`src/rtl/serial_addsub.sv`:
```
// Bit-serial adder/subtractor: one result bit per clock, LSB first, with
// signed-overflow and carry/borrow flags registered at completion.
module serial_addsub #(
    parameter int WIDTH = 8
) (
    input  logic             clk,
    input  logic             rst_n,
    input  logic             start,
    input  logic             mode,
    input  logic             abort,
    input  logic [WIDTH-1:0] a,
    input  logic [WIDTH-1:0] b,
    output logic             ready,
    output logic             busy,
    output logic             done,
    output logic [WIDTH-1:0] result,
    output logic             carry_out,
    output logic             overflow
);

    localparam int CW = $clog2(WIDTH) + 1;

    typedef enum logic [1:0] {IDLE, RUN, DONE} state_t;

    state_t           state, state_nx;
    logic [WIDTH-1:0] a_sr, b_sr, sum_sr;
    logic             mode_r, carry;
    logic [CW-1:0]    cnt;
    logic             b_bit, sum_bit, carry_nx, last_bit, accept;

    always_comb begin
        b_bit    = b_sr[0] ^ mode_r;
        sum_bit  = a_sr[0] ^ b_bit ^ carry;
        carry_nx = (a_sr[0] & b_bit) | (a_sr[0] & carry) | (b_bit & carry);
        last_bit = (cnt == CW'(WIDTH - 1));
        // abort only vetoes a start when it arrives during DONE
        accept   = start && ((state == IDLE) || (state == DONE && !abort));
    end

    always_comb begin
        state_nx = state;
        ready    = 1'b0;
        busy     = 1'b0;
        done     = 1'b0;
        case (state)
            IDLE: begin
                ready = 1'b1;
                if (accept) state_nx = RUN;
            end
            RUN: begin
                busy = 1'b1;
                if (abort)         state_nx = IDLE;
                else if (last_bit) state_nx = DONE;
            end
            DONE: begin
                ready    = 1'b1;
                done     = 1'b1;
                state_nx = accept ? RUN : IDLE;
            end
            default: state_nx = IDLE;
        endcase
    end

    always_ff @(posedge clk or negedge rst_n) begin
        if (!rst_n) begin
            state     <= IDLE;
            a_sr      <= '0;
            b_sr      <= '0;
            sum_sr    <= '0;
            mode_r    <= 1'b0;
            carry     <= 1'b0;
            cnt       <= '0;
            result    <= '0;
            carry_out <= 1'b0;
            overflow  <= 1'b0;
        end else begin
            state <= state_nx;
            if (accept) begin
                a_sr   <= a;
                b_sr   <= b;
                mode_r <= mode;
                carry  <= mode;
                cnt    <= '0;
            end else if (state == RUN && !abort) begin
                a_sr   <= {1'b0, a_sr[WIDTH-1:1]};
                b_sr   <= {1'b0, b_sr[WIDTH-1:1]};
                sum_sr <= {sum_bit, sum_sr[WIDTH-1:1]};
                carry  <= carry_nx;
                cnt    <= last_bit ? '0 : cnt + CW'(1);
                // final bit goes straight to result so partial sums never show
                if (last_bit) begin
                    result    <= {sum_bit, sum_sr[WIDTH-1:1]};
                    carry_out <= carry_nx;
                    overflow  <= carry ^ carry_nx;
                end
            end
        end
    end

endmodule

```
`config.mk`:
```
export PLATFORM = sky130hd
export DESIGN_NAME = serial_addsub
export DESIGN_NICKNAME = d
export VERILOG_FILES = /design/src/rtl/serial_addsub.sv
export SDC_FILE = /design/constraint.sdc
export NUM_CORES = 1
export LEC_CHECK = 0
export BUFFER_PORTS_ARGS = -buffer_cell sky130_fd_sc_hd__buf_4
export CORE_MARGIN = 3
export CORE_UTILIZATION = 54
export CTS_CLUSTER_SIZE = 20
export DETAILED_ROUTE_END_ITERATION = 16
export GPL_TIMING_DRIVEN = 0
export PLACE_DENSITY = 0.78
export SLEW_MARGIN = 20
export SYNTH_ARGS = -nofsm -noshare
export SYNTH_HDL_FRONTEND = slang
export SYNTH_SLANG_ARGS = --single-unit
```
`constraint.sdc`:
```
create_clock -name clk -period 2 [get_ports clk]
set_input_delay 0.1 -clock clk [delete_from_list [all_inputs] [get_ports clk]]
set_output_delay 0.1 -clock clk [all_outputs]
set_load 0.01 [all_outputs]
```
==> results.ini <==
[synthesis]
syn_nets = 165
ys_types = 32
ys_ff_latch = 41
avgSynthCellArea_um2 = 12.43
syn-cell-area_um2 = 1765
yosysTopAreaCell = dfrtp_1
synth_warnings = 0
synth_top_area_share = 0.5811
synth_seq_area_share = 0.5811
synth_area_leaders = dfrtp_1 (58%), a221o_1 (7.4%), mux2_2 (7.0%)
syn_inst = 142

[cells_and_area]
fillers = 213
drive_gt1_frac = 0.2935
final_cell_mix = dfrtp_1 (41), buf_4 (33), nand2_1 (20)
final_common_cell = dfrtp_1
syn2layout_area_growth_pct = 30.26
multi_input_area_um2 = 688.2
final_nets = 223
design_area_um2 = 2300
finalNonFillerCells = 245
diodes = 0
regArea_um2 = 1026

[setup_path]
r2r-end = overflow$_DFFE_PN0P_
reg2reg_from = state[1]$_DFFE_PN0P_
cp-end-kind = register
crit_family = simple AND/OR/NAND/NOR gates
cp_num_cells = 4
endpoint = overflow$_DFFE_PN0P_
required_ps = 2260
crit_type = register to register
crit_path_top_delay_cell = dfrtp_1
r2r_slack_ps = 330
reg2regPathDepth = 4
crit_fanout = 9
startpoint_type = register
worst-path-buf-inv = 1
crit_chain = or3b_1 > buf_6 > nor2_8 > mux2_2
slowest_delay_ps = 440
startpoint = state[1]$_DFFE_PN0P_
worstPathArrival_ps = 1920

[clock_tree]
clk_pin_slew_worst_paths_ps = 120
htree_levels = 2
cts_setup_buffers = 0
clockRootBuffer = clkbuf_4
cts_buffers = 5
cts_tree = built
cts.sinks = 41
clk_latency_ps = 360
postCtsHoldBufs = 18
clock_path_buffers = 2
cts_resized = 0

[job]
drv_cap = 0

[timing]
fin_tns_setup_ps = 0
hold_violations = 0
finClkSkew_ps = 6.309
finalMaxSlewViolations = 0
min_period_ps = 1665
rsz0062_at_grt = false
setup_viol = 0
fmax_mhz = 600.4
worst_slack_ps = 334.5
relSlewSlack = 0.6667
tightest_slew_ps = 500.0
finalCritPeriodShare = 0.8327

[place]
numPortBuffers = 33
place_inst = 219
pre_cts_ws_ps = 341.4
placed_area_um2 = 2068
gp_congestion = 0.7360
dp_hpwl_um = 2415

[floorplan]
dieArea_um2 = 3992
die_h_um = 63.18
die_w_um = 63.18
top_level_ports = 34
start_util = 0.5736
coreArea_um2 = 3078
num_rows = 20

[detailed_routing]
wl_per_cell_um = 15.05
initialDrtViolationCount = 60
dr_total_vias = 1292
ant_nets = 0
avgViaCountPerCell = 5.273
drc_errors = 0
wl_um = 3687
drt_pass1_iterations = 4

[power]
leakage_uw = 0.001149
peakVddDrop_uv = 580.4
power.density_nw_per_um2 = 892.4

[global_routing]
grt_pass1_wl_um = 6492
antenna_found_initial = 0
grt_pass1_vias = 1354
grt_max_degree = 42
overflow = 0
grt_usage = 0.2103

[hold_path]
hp-class = primary input to register

[run_status]
status = finished, final reports clean

==> synthesized netlist by cell type <==
cell and count:
a211o_1 1, a21oi_1 1, a21oi_2 1, a221o_1 13, a22o_1 3, a32oi_1 1, and2_1 14, and2b_1 1
and4b_1 1, buf_2 2, buf_6 1, clkbuf_1 4, dfrtp_1 41, fa_1 1, ha_1 1, inv_1 4
mux2_2 11, mux2_4 1, nand2_1 20, nand3_1 1, nand3b_1 1, nor2_1 1, nor2_8 1, nor2b_1 2
nor3b_2 1, nor4_1 1, o21ai_0 4, o31ai_1 3, or2_2 1, or3_1 1, or3b_1 1, xnor2_1 2
==> flip-flops by register name, summed over array words and instances, names as in the netlist <==
register,count
overflow,1
result,8
cnt,4
carry,1
state,2
b_sr,8
sum_sr,7
carry_out,1
a_sr,8
mode_r,1
==> cell type report <==
class | count | area share
clock buffer | 6 | 0.01795
multi-input combinational | 90 | 0.2992
sequential | 41 | 0.4461
clock inverter | 2 | 0.004353
tap | 44 | 0.02394
inverter | 4 | 0.006529
buffer | 7 | 0.01578
timing repair buffer | 51 | 0.1861
==> worst min-delay path by stage <==
stage / from / end / cells past startpoint
final: abort / a_sr[0]$_DFFE_PN0P_ / 4
after floorplan: rst_n / a_sr[0]$_DFFE_PN0P_ / 0
after global routing: abort / a_sr[0]$_DFFE_PN0P_ / 4
after detailed placement: rst_n / a_sr[2]$_DFFE_PN0P_ / 1
after CTS: abort / a_sr[0]$_DFFE_PN0P_ / 4
after global placement: rst_n / a_sr[2]$_DFFE_PN0P_ / 1
==> worst min-delay path: cells and delay by family <==
kind	cells	cell delay [ps]
AO/OA/AOI/OAI	2	170
buffers and inverters	1	130
AND/OR/NAND/NOR	1	120
==> kinds of logic (layout without fill, tap and decap cells) <==
family | count (synthesis) | in the layout | share of synthesized area
simple gates | 47 | 47 | 0.1524
flops | 41 | 41 | 0.5811
compound gates | 27 | 27 | 0.1304
mux | 12 | 12 | 0.07867
buf+inv | 11 | 70 | 0.02905
fa+ha+maj | 2 | 2 | 0.01843
xor+xnor | 2 | 2 | 0.009924
==> per-layer routing <==
metal / track usage / vias to the layer above / wire, µm
li1: - / 619 / -
met1: 0.2709 / 634 / 1694
met2: 0.3386 / 30 / 1755
met3: 0.05882 / 9 / 163
met4: 0.08086 / 0 / 74
met5: 0 / - / 0
==> per-stage QoR <==
stage,util,total power (µW),hold WS (ps)
after global routing,0.7472,2179,223.8
after CTS,0.7472,2063,183.3
after detailed placement,0.6720,1636,108.4
after global placement,0.6720,1613,101.7
final,0.7472,2052,192.3
after floorplan,-,1468,-195.6
==> power breakdown <==
group | internal, µW | leakage, µW | switching [µW]
Sequential | 1020 | 0.000532 | 126
Clock | 134 | 0.0000320 | 264
Combinational | 275 | 0.000585 | 234
(Power assumes the default switching activity.)
